<file path="src/rtl/button_event.sv">
// Button event decoder: turns a debounced level into press/release/short/long pulses.
// Define AUTO_REPEAT_EN to emit repeat_pulse every REPEAT_TIME cycles while a long press is held.
module button_event #(
   parameter logic PRESS_LEVEL = 1'b0,
   parameter int   LONG_TIME   = 100000000,
   parameter int   REPEAT_TIME = 20000000,
   parameter int   CNT_W       = 27
) (
   input  logic       clk_100_MHz,
   input  logic       rst_n,
   input  logic       sig_in,
   output logic       press_pulse,
   output logic       release_pulse,
   output logic       short_pulse,
   output logic       long_pulse,
   output logic       repeat_pulse,
   output logic       held,
   output logic [7:0] event_count,
   output logic [1:0] state_dbg
);

   typedef enum logic [1:0] {
      ARM  = 2'd0,
      IDLE = 2'd1,
      HELD = 2'd2,
      LONG = 2'd3
   } state_t;

   localparam longint MAX_T = (LONG_TIME > REPEAT_TIME) ? LONG_TIME : REPEAT_TIME;

   // The hold counter must reach the larger threshold without wrapping.
   if ((longint'(1) << CNT_W) <= MAX_T || LONG_TIME < 2 || REPEAT_TIME < 2) begin : g_bad_params
      $error("button_event: CNT_W too small or thresholds below 2");
   end

   localparam logic [CNT_W-1:0] LONG_LAST = CNT_W'(LONG_TIME - 1);
`ifdef AUTO_REPEAT_EN
   localparam logic [CNT_W-1:0] REP_LAST  = CNT_W'(REPEAT_TIME - 1);
`endif

   state_t           state_q, state_d;
   logic [CNT_W-1:0] cnt_q, cnt_d;
   logic             press_q, press_d;
   logic             release_q, release_d;
   logic             short_q, short_d;
   logic             long_q, long_d;
   logic             repeat_q, repeat_d;
   logic             held_q, held_d;
   logic [7:0]       event_count_q, event_count_d;
   logic             pressed;

   assign pressed = (sig_in == PRESS_LEVEL);

   always_comb begin
      state_d   = state_q;
      cnt_d     = cnt_q;
      press_d   = 1'b0;
      release_d = 1'b0;
      short_d   = 1'b0;
      long_d    = 1'b0;
      repeat_d  = 1'b0;
      case (state_q)
         // ARM swallows a press that was already in progress when reset lifted.
         ARM: begin
            if (!pressed) begin
               state_d = IDLE;
            end
         end
         IDLE: begin
            if (pressed) begin
               state_d = HELD;
               press_d = 1'b1;
               cnt_d   = '0;
            end
         end
         HELD: begin
            if (!pressed) begin
               state_d   = IDLE;
               release_d = 1'b1;
               short_d   = 1'b1;
            end else if (cnt_q == LONG_LAST) begin
               state_d = LONG;
               long_d  = 1'b1;
               cnt_d   = '0;
            end else begin
               cnt_d = cnt_q + 1'b1;
            end
         end
         LONG: begin
            if (!pressed) begin
               state_d   = IDLE;
               release_d = 1'b1;
            end else begin
`ifdef AUTO_REPEAT_EN
               if (cnt_q == REP_LAST) begin
                  repeat_d = 1'b1;
                  cnt_d    = '0;
               end else begin
                  cnt_d = cnt_q + 1'b1;
               end
`else
               cnt_d = cnt_q;
`endif
            end
         end
         default: begin
            state_d = ARM;
         end
      endcase
      held_d        = (state_d == HELD) || (state_d == LONG);
      event_count_d = event_count_q + {7'd0, press_d | repeat_d};
   end

   always_ff @(posedge clk_100_MHz or negedge rst_n) begin
      if (!rst_n) begin
         state_q       <= ARM;
         cnt_q         <= '0;
         press_q       <= 1'b0;
         release_q     <= 1'b0;
         short_q       <= 1'b0;
         long_q        <= 1'b0;
         repeat_q      <= 1'b0;
         held_q        <= 1'b0;
         event_count_q <= 8'd0;
      end else begin
         state_q       <= state_d;
         cnt_q         <= cnt_d;
         press_q       <= press_d;
         release_q     <= release_d;
         short_q       <= short_d;
         long_q        <= long_d;
         repeat_q      <= repeat_d;
         held_q        <= held_d;
         event_count_q <= event_count_d;
      end
   end

   assign press_pulse   = press_q;
   assign release_pulse = release_q;
   assign short_pulse   = short_q;
   assign long_pulse    = long_q;
   assign repeat_pulse  = repeat_q;
   assign held          = held_q;
   assign event_count   = event_count_q;
   assign state_dbg     = state_q;

endmodule

</file>
<file path="config.mk">
export PLATFORM = sky130hd
export DESIGN_NAME = button_event
export DESIGN_NICKNAME = d
export VERILOG_FILES = /design/src/rtl/button_event.sv
export SDC_FILE = /design/constraint.sdc
export NUM_CORES = 1
export LEC_CHECK = 0
export CELL_PAD_IN_SITES_DETAIL_PLACEMENT = 1
export CELL_PAD_IN_SITES_GLOBAL_PLACEMENT = 2
export CORE_ASPECT_RATIO = 0.75
export CORE_MARGIN = 5
export CORE_UTILIZATION = 40
export CTS_CLUSTER_DIAMETER = 100
export DETAILED_ROUTE_END_ITERATION = 6
export HOLD_SLACK_MARGIN = 0.06
export PLACE_DENSITY = 0.8
export SETUP_SLACK_MARGIN = 0.3
export SLEW_MARGIN = 20
export SYNTH_ARGS = -nofsm -noshare
export SYNTH_HDL_FRONTEND = slang
export SYNTH_SLANG_ARGS = --single-unit
</file>
<file path="constraint.sdc">
create_clock -name clk_100_MHz -period 3.3 [get_ports clk_100_MHz]
set_input_delay 0.495 -clock clk_100_MHz [delete_from_list [all_inputs] [get_ports clk_100_MHz]]
set_output_delay 0.495 -clock clk_100_MHz [all_outputs]
set_load 0.02 [all_outputs]
</file>
[Yosys cells after proc, flatten, opt, wreduce, memory -nomap -nowiden]
Index checks and enable logic that the tools add are counted.
Cells by class
  add/subtract/negate cells: 2
  eq/ne operators: 8
  multiplexer cells: 17
  reduce and logical (&&, ||, !) cells: 6
Operators by type and width (number)
  27-bit 2-to-1 mux: 3
  27-bit one-hot mux with 2 select lines: 1
  27-bit by 1-bit adder with 27-bit output, second input constant: 1
  27-bit equality test, second input constant: 1
  8-bit by 1-bit adder with 8-bit output: 1
  2-bit equality test, second input constant: 4
  1-bit 2-to-1 mux: 8
  2-bit 2-to-1 mux: 4
  2-bit one-hot mux with 3 select lines: 1
  2-bit != test, second input constant: 2
  2-bit OR reduction: 2
  3-bit AND reduction: 1
  2-bit by 1-bit equality test with 1-bit output, second input constant: 1
  2-bit zero test: 1
  2-bit nonzero test: 1
  1-bit logical OR: 1
Word-level totals
  register bits after elaboration: 42
  input bits: 3
  output and inout port bits: 16
  word-level logic and storage cells: 41

[Depth between registers and ports, before layout]
  word-level depth: 6
  depth in mapped cells: 8
  gate-level depth less buffers: 8

[Least setup slack after synthesis]
No wires, ideal clock.
  path type: register -> register
  start: reg cnt_q[17]
  end: reg cnt_q[22]
  library setup time: 0.124 ns
  data arrival time: 1.895 ns
  required time: 3.176 ns
  slack: 1.281 ns
  cell stages (with the launch flop): 6
  path buffers: 0
  period minus slack after synthesis: 2.019 ns
  cell sequence: dfrtp_1 or4b_4 nor4_4 a21oi_1 and3_1 a211o_1
Between the ends
  cells in the longest elaborated chain, start to end: 4
  elaborated cells on any way between the ends: 5
  those cells by class: add/sub (1); eq/ne (1); mux (3)
Ends and longest elaborated chain
  start, declared: line 42  | logic [CNT_W-1:0] cnt_q, cnt_d;
  start signal, assigned: line 127  | cnt_q <= cnt_d;
  27-bit by 1-bit adder with 27-bit output / 27-bit equality test (equally long branches): line 86, 81
  27-bit 2-to-1 mux *: line 81  | end else if (cnt_q == LONG_LAST) begin
  27-bit 2-to-1 mux *: line 77  | if (!pressed) begin
  27-bit one-hot mux with 2 select lines *: line 62  | case (state_q)
Every way passes the cells marked *; elsewhere a longest branch is shown, timed or not. The select of a mux whose other input is x is not followed.
A chain may end at the register's enable or synchronous reset.

[Worst setup path in the final report]
  start: reg cnt_q[0]
  end: reg cnt_q[22]
The elaborated chain is that of the path after synthesis.

==> flow_metrics.py <==
metrics = {
    "status": {
        "status": "complete, no violations",
    },
    "clock_network": {
        "clockBufferDepth": 2,
        "cts_setup_buffers": 0,
        "path_clk_slew_ns": 0.09,
        "cts-root-buf": "clkbuf_8",
        "cts_max_level": 2,
        "cts_buffers": 5,
        "cts_tree": "yes",
        "cts_sinks": 42,
        "cts_resized": 0,
        "postCtsHoldBufs": 0,
        "clkLatencyLatePin_ns": 0.29,
    },
    "pwr": {
        "intPower_uw": 997,
        "powerDensity_nw_per_um2": 629,
        "p_sw_uw": 605,
        "p_leak_uw": 0.00109,
        "p_clk_share_pct": 21.7,
        "seqPwrFrac_pct": 42.5,
        "worst_ir_drop_vdd_v": 0.000358,
        "swShare_pct": 37.8,
        "p_comb_share_pct": 35.8,
    },
    "detailed_routing": {
        "dr.pass1.iters": 4,
        "antenna_left": 0,
        "drt_iter0_markers": 148,
        "wl_per_cell_um": 18.0,
        "via_per_inst": 5.87,
        "wirelength_um": 5710,
        "drc": 0,
        "num_vias": 1861,
    },
    "placement": {
        "dp_hpwl_um": 4000,
        "portBuffers": 17,
        "dpl_cell_area_um2": 2460,
        "gp_congestion": 0.845,
    },
    "cells_and_area": {
        "drive_gt1_share_pct": 8.68,
        "diodes": 0,
        "synthToLayoutAreaGrowth_pct": 15.2,
        "num-nets-final": 250,
        "postLayoutCellArea_um2": 2550,
        "n_fill_cell": 615,
        "fin_util_pct": 47.6,
    },
    "grt": {
        "antenna_found_initial": 0,
        "grt_max_degree": 43,
        "grtUsageTotal_pct": 17.3,
        "overflow": 0,
        "grt_pass1_wl_um": 9490,
        "grt_pass1_vias": 1888,
    },
    "die": {
        "start_util_pct": 41.3,
        "fp.dieH_um": 74.4,
        "core_area_um2": 5350,
        "dieArea_um2": 7130,
        "pin_count": 19,
        "die_width_um": 95.8,
        "num_rows": 23,
    },
    "worst_setup_path": {
        "critPathMaxFanout": 9,
        "start_kind": "register",
        "r2r_start": "cnt_q[0]",
        "r2r_slack_ns": 0.80,
        "worstReg2RegEnd": "cnt_q[22]",
        "worstSetupPathType": "reg2reg",
        "critical_path.startpoint": "cnt_q[0]",
        "ff2ff_path_depth": 6,
        "worstPathRequired_ns": 3.49,
        "arrival_ns": 2.69,
        "cp-end-kind": "register",
    },
    "sta": {
        "skew_ns": 0.0105,
        "slew_headroom_pct": 36.9,
        "setup_viol_count_final": 0,
        "rsz0062_at_grt": "false",
        "finalCritPeriodShare_pct": 75.8,
        "fmax_mhz": 400,
        "finalHoldViolCount": 0,
        "tightest_slew_ns": 0.946,
        "finalCriticalPeriod_ns": 2.50,
        "setup_tns_ns": 0,
        "finalMaxSlewViolations": 0,
    },
    "yosys": {
        "synthTopCellsByArea": "dfrtp_1 48%, a21oi_1 5.0%, a31oi_1 3.4%",
        "synthCells": 222,
        "ys_seq_area_share_pct": 47.5,
        "synth_area_per_cell_um2": 9.96,
        "synthArstFlopShare_pct": 100,
        "synth_ff_type": "dfrtp_1",
        "yosysTopAreaCell": "dfrtp_1",
        "syn_area_um2": 2210,
        "yosysTopAreaCellShare_pct": 47.5,
        "synth-seq-cells": 42,
        "synth_cell_types": 46,
        "yosysWarnings": 0,
        "synth_nets": 231,
        "synth_edf_count": 0,
    },
    "flow_run": {
        "maxCapViolations": 0,
    },
    "worst_hold_path": {
        "hp-class": "in2async",
    },
}
state kept, by name, summed over array words and instances, names as in the netlist:
register / cells
cnt_q: 27
event_count: 8
held: 1
long_pulse: 1
press_pulse: 1
release_pulse: 1
short_pulse: 1
state_dbg: 2
worst max-delay path by stage:
stage,endpoint,depth (start not counted)
floorplan,cnt_q[22],5
global placement,cnt_q[5],6
detailed placement,cnt_q[22],6
CTS,cnt_q[22],6
global route,cnt_q[9],7
finish,cnt_q[22],6
cell type report:
| cell class | count | area (um2) | area share, % |
|---|---|---|---|
| sequential | 42 | 1050 | 41.3 |
| clock buffer | 7 | 86.3 | 3.39 |
| clock inverter | 1 | 5.00 | 0.196 |
| timing repair buffer | 20 | 188 | 7.37 |
| tap | 75 | 93.8 | 3.68 |
| multi-input combinational | 167 | 1100 | 43.4 |
| inverter | 5 | 18.8 | 0.737 |
power groups by stage:
stage               registers (uW)  logic (uW)  clock network (uW)
finish                         682         574                 347
global route                   697         624                 379
CTS                            683         578                 359
global placement               681         553                   0
detailed placement             693         575                   0
floorplan                      739         285                   0
cells by family (layout without fill, tap and decap cells):
kind of cell / count (synthesis) / in the layout / synth area share [%]
flip-flops: 42 / 42 / 47.5
AND/OR/NAND/NOR: 86 / 86 / 23.7
other: 1 / 1 / 0.170
buffers and inverters: 13 / 33 / 2.49
AO/OA/AOI/OAI: 61 / 61 / 17.2
XOR/XNOR: 8 / 8 / 3.17
adder cells (fa/ha/maj): 6 / 6 / 3.40
multiplexers: 5 / 5 / 2.32
synthesized netlist by cell type, drive strengths merged, types with 2 or more instances:
| cell | n |
|---|---|
| a21o | 2 |
| a21oi | 23 |
| a221oi | 2 |
| a22o | 4 |
| a31oi | 12 |
| a41oi | 3 |
| and2 | 4 |
| and3 | 6 |
| buf | 3 |
| clkbuf | 5 |
| dfrtp | 42 |
| ha | 6 |
| inv | 5 |
| mux2i | 4 |
| nand2 | 19 |
| nand2b | 4 |
| nand3 | 10 |
| nand4 | 10 |
| nor2 | 9 |
| nor3 | 3 |
| nor4 | 8 |
| o21ai | 10 |
| or2b | 2 |
| or3 | 3 |
| or4 | 2 |
| xnor2 | 4 |
| xor2 | 4 |
worst max-delay path, stage by stage, from the launching register on:
cell,delay (ns)
dfrtp_1,0.40
ha_1,0.21
nand3_1,0.34
nor4_4,0.55
a21oi_1,0.35
and3_1,0.28
a211o_1,0.26
metrics by stage:
| stage | std cells | worst slack (ns) | hold WS, ns | total power, uW |
|---|---|---|---|---|
| 6_report | 317 | 0.800 | 0.347 | 1600 |
| 5_1_grt | 317 | 0.678 | 0.428 | 1700 |
| 4_1_cts | 317 | 0.821 | 0.379 | 1620 |
| 3_5_place_dp | 309 | 0.831 | 0.467 | 1270 |
| 3_3_place_gp | 309 | 0.918 | 0.458 | 1230 |
| 2_1_floorplan | 222 | 1.28 | 0.199 | 1020 |
layer usage:
metal  global-route usage, %  share of wire (%)  up-vias  routed length [um]
met5                       0                  0        -                   0
met4                    4.10               0.96        0                  55
met3                    3.74                3.9        7                 222
met2                    27.7                 46       34                2650
met1                    24.1                 49      953                2780
li1                        -                  -      867                   -
cells in the final DEF, fill, tap and decap left out, types with 2 or more instances in the layout:
cell	count
dfrtp_1	42
a21oi_1	22
nand2_1	19
clkdlybuf4s50_1	16
a31oi_1	12
nand3_1	10
nand4_1	10
nor2_1	9
o21ai_0	7
and3_1	6
ha_1	6
clkbuf_8	6
inv_1	5
xnor2_1	4
xor2_1	4
nor4_1	4
nand2b_1	4
and2_1	4
mux2i_1	4
a22o_1	4
nor4_4	3
or3_1	3
nor3_1	3
o21ai_1	3
a41oi_1	3
buf_4	3
a221oi_1	2
or4_1	2
or2b_1	2
No activity file was read; power rests on OpenSTA's default activity.
